==> src/rtl/gated_event_counter.sv <==
// gated_event_counter
//   Modulo-MODULUS up/down counter fed by the gated enable qualifier. A small
//   IDLE/RUN/HALT run-control FSM decides when counting is allowed.
//
// Ports
//   clk        rising-edge clock
//   rst        synchronous active-high reset
//   cnt_en     gated count qualifier
//   up_dn      1 = up, 0 = down
//   start      IDLE/HALT -> RUN
//   stop       RUN -> IDLE (wins over start in RUN)
//   clr        clears count, wrap_flag, tc and the edge detector; HALT -> IDLE
//   load       loads min(load_val, MODULUS-1) into count
//   load_val   load value
//   count      current count, always in 0..MODULUS-1
//   tc         one-cycle pulse aligned with the wrapped count
//   wrap_flag  sticky wrap indicator
//   running    FSM is in RUN
module gated_event_counter #(
  parameter int WIDTH        = 4,
  parameter int MODULUS      = 10,
  parameter int EDGE_MODE    = 0,
  parameter int HALT_ON_WRAP = 0
) (
  input  logic             clk,
  input  logic             rst,
  input  logic             cnt_en,
  input  logic             up_dn,
  input  logic             start,
  input  logic             stop,
  input  logic             clr,
  input  logic             load,
  input  logic [WIDTH-1:0] load_val,
  output logic [WIDTH-1:0] count,
  output logic             tc,
  output logic             wrap_flag,
  output logic             running
);

  localparam logic [WIDTH-1:0] MAX_CNT = WIDTH'(MODULUS - 1);

  typedef enum logic [1:0] {IDLE, RUN, HALT} state_t;

  state_t           state, state_nxt;
  logic             cnt_en_d;
  logic             q, cnt_go, at_end, wrap;
  logic [WIDTH-1:0] load_sat, count_nxt;

  // Qualifier: level or rising edge of cnt_en. The edge register tracks
  // cnt_en in every state so a level already high at start is not an edge.
  always_comb begin
    q = cnt_en;
    if (EDGE_MODE != 0) q = cnt_en & ~cnt_en_d;
  end

  // clr and load both outrank counting, so a count step never coincides.
  assign cnt_go   = (state == RUN) && q && !clr && !load;
  assign at_end   = up_dn ? (count == MAX_CNT) : (count == '0);
  assign wrap     = cnt_go && at_end;
  assign load_sat = (load_val > MAX_CNT) ? MAX_CNT : load_val;

  always_comb begin
    count_nxt = count;
    if (up_dn) count_nxt = at_end ? '0      : count + WIDTH'(1);
    else       count_nxt = at_end ? MAX_CNT : count - WIDTH'(1);
  end

  always_comb begin
    state_nxt = state;
    case (state)
      IDLE:    if (start) state_nxt = RUN;
      RUN:     if (stop) state_nxt = IDLE;
               else if (wrap && HALT_ON_WRAP != 0) state_nxt = HALT;
      HALT:    if (clr) state_nxt = IDLE;
               else if (start) state_nxt = RUN;
      default: state_nxt = IDLE;
    endcase
  end

  always_ff @(posedge clk) begin
    if (rst) begin
      state     <= IDLE;
      cnt_en_d  <= 1'b0;
      count     <= '0;
      tc        <= 1'b0;
      wrap_flag <= 1'b0;
    end else begin
      state    <= state_nxt;
      cnt_en_d <= clr ? 1'b0 : cnt_en;
      if (clr) begin
        count     <= '0;
        tc        <= 1'b0;
        wrap_flag <= 1'b0;
      end else if (load) begin
        count <= load_sat;
        tc    <= 1'b0;
      end else begin
        tc <= wrap;
        if (cnt_go) count <= count_nxt;
        if (wrap) wrap_flag <= 1'b1;
      end
    end
  end

  assign running = (state == RUN);

endmodule

==> config.mk <==
export PLATFORM = sky130hd
export DESIGN_NAME = gated_event_counter
export DESIGN_NICKNAME = d
export VERILOG_FILES = /design/src/rtl/gated_event_counter.sv
export SDC_FILE = /design/constraint.sdc
export NUM_CORES = 1
export LEC_CHECK = 0
export ABC_AREA = 0
export CORE_AREA = 2 2 39 41
export DETAILED_ROUTE_END_ITERATION = 10
export DIE_AREA = 0 0 41 43
export PLACE_DENSITY = 0.75
export SYNTH_ARGS = -nofsm -noshare
export SYNTH_HDL_FRONTEND = slang
export SYNTH_SLANG_ARGS = --single-unit
==> constraint.sdc <==
create_clock -name clk -period 2.4 [get_ports clk]
set_input_delay 0.24 -clock clk [delete_from_list [all_inputs] [get_ports clk]]
set_output_delay 0.24 -clock clk [all_outputs]
set_load 0.005 [all_outputs]
---- Word-level counts from Yosys, hierarchy flattened ----
Index checks and enable logic that the tools add are counted.
storage, ports and cells
  bits in latches ......................... 0
  memory bits (read-only) ................. 0
  register bits after elaboration ......... 8
  output and inout bits ................... 7
  memories kept ........................... 0
  input port bits ......................... 12
  memory bits (writable) .................. 0
  word-level logic and storage cells ...... 35
operators by class
  reductions and logical operators ........ 12
  bitwise gates (word level) .............. 1
  shift operators ......................... 0
  add/sub/neg operators ................... 2
  div/mod/pow operators ................... 0
  $lt $le $gt $ge ......................... 1
  multiplexer cells ....................... 11
  equality and inequality tests ........... 4
  $mul .................................... 0
operator list
  operator                                                               number
  4-bit two-way mux                                                      6
  2-bit two-way mux                                                      3
  2-bit one-hot mux with 3 select lines                                  1
  4-bit by 1-bit adder with 4-bit output, second input constant          1
  4-bit equality test, second input constant                             1
  4-bit > comparator, second input constant                              1
  1-bit logical AND                                                      4
  4-bit logical NOT                                                      1
  4-bit by 1-bit subtractor with 4-bit output, second input constant     1
  3-bit OR reduction                                                     1
  2-bit by 1-bit equality test with 1-bit output, second input constant  1
  2-bit equality test, second input constant                             1
  1-bit logical NOT                                                      2
  2-bit logical NOT                                                      1
  2-bit != test, second input constant                                   1
  2-bit AND reduction                                                    1
  2-bit nonzero test                                                     1
  2-bit OR reduction                                                     1
  1-bit two-way mux                                                      1
  1-bit NOT                                                              1

---- Logic depth before layout (Yosys ltp) ----
  depth after elaboration ................. 6
  mapped depth ............................ 6
  mapped depth without buffers ............ 6

---- Worst setup path after synthesis ----
OpenSTA, ideal clock, no wires.
  kind .................................... register to register
  from .................................... register count[0]
  to ...................................... register count[1]
  setup slack ............................. 0.782 ns
  cell stages (with the launch flop) ...... 7
  data arrival time ....................... 1.532 ns
  library setup time ...................... 0.086 ns
  data required time ...................... 2.314 ns
  buffers on the path ..................... 0
  period minus slack after synthesis ...... 1.618 ns
  path through ............................ dfxtp_1 > inv_1 > ha_1 > or3b_1 > a21oi_1 > or3_1 > a221oi_2
on the way
  word-level cells in the longest chain between the ends .. 6
  elaborated cells between the ends (all ways) .. 10
  those cells by class .................... add/sub (2); eq/ne (1); mux (6); reduce/logical (1)
RTL lines
  element                                                                                              line  source
  start: declaration                                                                                   34    output logic [WIDTH-1:0] count,
  start signal: assignment                                                                             95    count <= load_sat;
  start signal: assignment                                                                             99    if (cnt_go) count <= count_nxt;
  parallel branches: the longest is 3 deep, another holds 4-bit by 1-bit subtractor with 4-bit output  --
  4-bit two-way mux *                                                                                  64    if (up_dn) count_nxt = at_end ? '0 : count + WIDTH'(1);
  4-bit two-way mux *                                                                                  99
  4-bit two-way mux *                                                                                  94    end else if (load) begin
Mark *: on every way between the ends. The select of a mux whose other input is x is not followed.
A chain may end at the register's enable or synchronous reset.

---- Worst setup path after layout ----
Same ends and word-level chain as after synthesis.

==> flow_summary_export.csv <==
group,metric,value,unit
run_status,outcome,"complete, no violations",
sta,relSlewSlack,77.1,%
placement,post-dp-hpwl,910,um
setup_path,rrSetupSlack,600,ps
clocking,cts_hold_buf,0,
worst_hold_path,min_path_cells,2,
global_routing,grt_first_pass_wirelength,1.86,mm
cells_and_area,fill_cells,137,
power_and_ir_drop,ir_drop,0.309,mV
setup_path,critPathRequiredTime,2560,ps
routing,vias,551,
global_routing,grt_pass1_vias,474,
placement,gp_congestion,0.724,
clocking,clockBufferDepth,2,
sta,drv_slew,0,
synthesis,synth_top_cell_area_share,28.4,%
synthesis,synth_edf_count,0,
cells_and_area,n_antenna_cell,0,
placement,port_buffers,18,
setup_path,ff2ff_path_depth,6,
setup_path,end_kind,"flip-flop",
clocking,cts_tree,"yes",
die,die_h,43,um
power_and_ir_drop,seq_power_share,46.9,%
cells_and_area,nNetsFinal,103,
setup_path,path_max_fanout,10,
synthesis,yosys.area.top_type,"dfxtp_1",
synthesis,syn_nets,85,
die,dieArea,0.00176,mm2
power_and_ir_drop,leakagePower,0.000298,uW
power_and_ir_drop,p_int,236,uW
flow_run,drv_cap,0,
synthesis,yosys-top-cells-area,"dfxtp_1 (28%), ha_1 (6.7%), o21ai_0 (6.2%), a21oi_1 (5.3%), nor2_1 (4.0%)",
global_routing,grt_usage,15.2,%
sta,hold_viol_final,0,
worst_hold_path,hold_path_startpoint,"wrap_flag$_SDFFE_PP0P_",
power_and_ir_drop,sw_frac_of_total,24.4,%
synthesis,synth_seq_area_share,28.4,%
sta,setup_viol,0,
sta,setup_tns,0,ps
global_routing,grt_max_degree,12,
synthesis,netlist_instances,70,
sta,fin_crit,1800,ps
die,num_rows,14,
global_routing,antenna_found_initial,0,
cells_and_area,layout-drive-gt1-share,6.98,%
setup_path,r2r_end,"count[1]$_SDFFE_PP0P_",
placement,dp_slack,548,ps
sta,worst_slack,605,ps
synthesis,synth_cell_types,32,
clocking,numCtsBuffers,3,
clocking,path_clk_slew,50,ps
clocking,cts_root_buffer,"clkbuf_4",
routing,wl_per_cell,11.4,um
setup_path,worstSetupPathType,"flip-flop to flip-flop",
power_and_ir_drop,p_switching,76.3,uW
routing,dr.pass1.iters,4,
die,die_w,41,um
synthesis,synth.cell_area,563,um2
cells_and_area,syn2layout_area_growth,33.6,%
synthesis,ys_seq_elements,8,
routing,first_iter_violations,13,
routing,drcViolationCount,0,
power_and_ir_drop,clockPowerShare,31.1,%
synthesis,yosysWarnings,0,
sta,fmax,557,MHz
power_and_ir_drop,pwr-share-comb,22.0,%
synthesis,avgSynthCellArea,8.04,um2
synthesis,async_flop_share,0,%
sta,skew,0.776,ps
routing,vias_per_cell,5.40,
worst_hold_path,worstHoldPathType,"flip-flop to flip-flop",
setup_path,crit-reg2reg-launch,"count[0]$_SDFFE_PP0P_",
clocking,cts.sink_count,8,
clocking,cts_resized,0,
sta,hold-worst-slack,475,ps
routing,drt-total-wl,1.16,mm
clocking,worstSkewPairLatency,240,ps
power_and_ir_drop,p_total,313,uW
sta,finalCritPeriodShare,74.8,%
cells_and_area,final_util,54.3,%
die,num_io_pins,19,
clocking,cts_setup_buffers,0,
worst_hold_path,worstHoldEndpoint,"wrap_flag$_SDFFE_PP0P_",
die,start_util,40.7,%
synthesis,synthFlopType,"dfxtp_1",
clocking,ctsHtreeMaxLevel,1,
power_and_ir_drop,power_density,416,mW/mm2
sta,worst_pin_slew,343,ps
setup_path,crit_path_start_kind,"flip-flop",
routing,ant_nets,0,
global_routing,globalRouteOverflowTotal,0,
die,core-area,0.00138,mm2
setup_path,cp.arrival,1950,ps
sta,rsz0062_at_grt,"no",
[synth_stat cells (2+ instances only)]
master and instances:
dfxtp_1 8, o21ai_0 7, a21oi_1 6, nor2_1 6, inv_1 4, nand2_1 4
buf_2 3, ha_1 3, a31oi_1 2, and3b_1 2, nand2b_1 2, nand3_1 2
or3b_1 2
[metal layers]
metal	GRT usage [%]	routed length, um
met2	22.8	524
met1	19.5	568
met4	8.00	0
met3	3.14	67
met5	0	0
[cells in the final DEF, fill, tap and decap left out]
cell type         n
nand4bb_1         1
a221oi_1          1
a311oi_1          1
clkbuf_4          3
ha_1              3
nand2_1           4
inv_1             4
a221o_1           1
and3_1            1
o21ba_2           1
clkdlybuf4s50_1  18
nor4b_1           1
or3_1             1
nor3_1            1
dfxtp_1           8
nand3_1           2
a21o_1            1
a31oi_1           2
or2_2             1
xor2_1            1
nor2b_1           1
nor2_1            6
mux2i_1           1
o21a_1            1
a221oi_2          1
and3b_1           2
o31ai_1           1
nand2b_1          2
or3b_1            2
a21oi_1           6
o21ai_0           7
[power groups by stage]
stage,sequential [uW],combinational (uW),clock (uW)
3_5_place_dp,149,69.1,0
6_report,147,68.7,97.2
5_1_grt,147,76.3,113
4_1_cts,146,69.3,102
3_3_place_gp,149,68.2,0
2_1_floorplan,146,40.6,0
[cells by family after synthesis]
kind of cell    share of synthesized area [%]
buf+inv                                  8.67
compound gates                           27.1
simple gates                             25.8
mux                                      1.78
flops                                    28.4
xor+xnor                                 1.56
fa+ha+maj                                6.67
[final cells by class]
type,instances,area (um2),area share (%)
Clock buffer,3,22.5,3.00
Inverter,4,15.0,2.00
Multi-Input combinational cell,53,354,47.1
Sequential cell,8,160,21.3
Tap cell,16,20.0,2.66
Timing Repair Buffer,18,180,24.0
[sequential cells by signal, summed over array words and instances, names as in the netlist]
| name | flops |
|---|---|
| tc | 1 |
| wrap_flag | 1 |
| state | 2 |
| count | 4 |
[worst max-delay path by stage]
stage	from	endpoint	slack, ps	depth (start not counted)
finish	count[0]$_SDFFE_PP0P_	count[1]$_SDFFE_PP0P_	600	6
floorplan	count[0]$_SDFFE_PP0P_	count[1]$_SDFFE_PP0P_	780	6
global route	count[0]$_SDFFE_PP0P_	count[1]$_SDFFE_PP0P_	530	6
global placement	up_dn	count[1]$_SDFFE_PP0P_	570	5
detailed placement	clr	count[1]$_SDFFE_PP0P_	550	4
CTS	count[0]$_SDFFE_PP0P_	count[1]$_SDFFE_PP0P_	610	6
[stage by stage]
step           cell area, um2  cells
2_1_floorplan             563     70
3_3_place_gp              729     99
3_5_place_dp              729     99
4_1_cts                   752    102
5_1_grt                   752    102
6_report                  752    102
[worst max-delay path: stages (launching register included)]
cell and delay, ps:
dfxtp_1 500, inv_1 80, ha_1 260, or3b_1 180
a21oi_1 80, or3_1 380, a221oi_2 230
No activity file was read; power rests on OpenSTA's default activity.
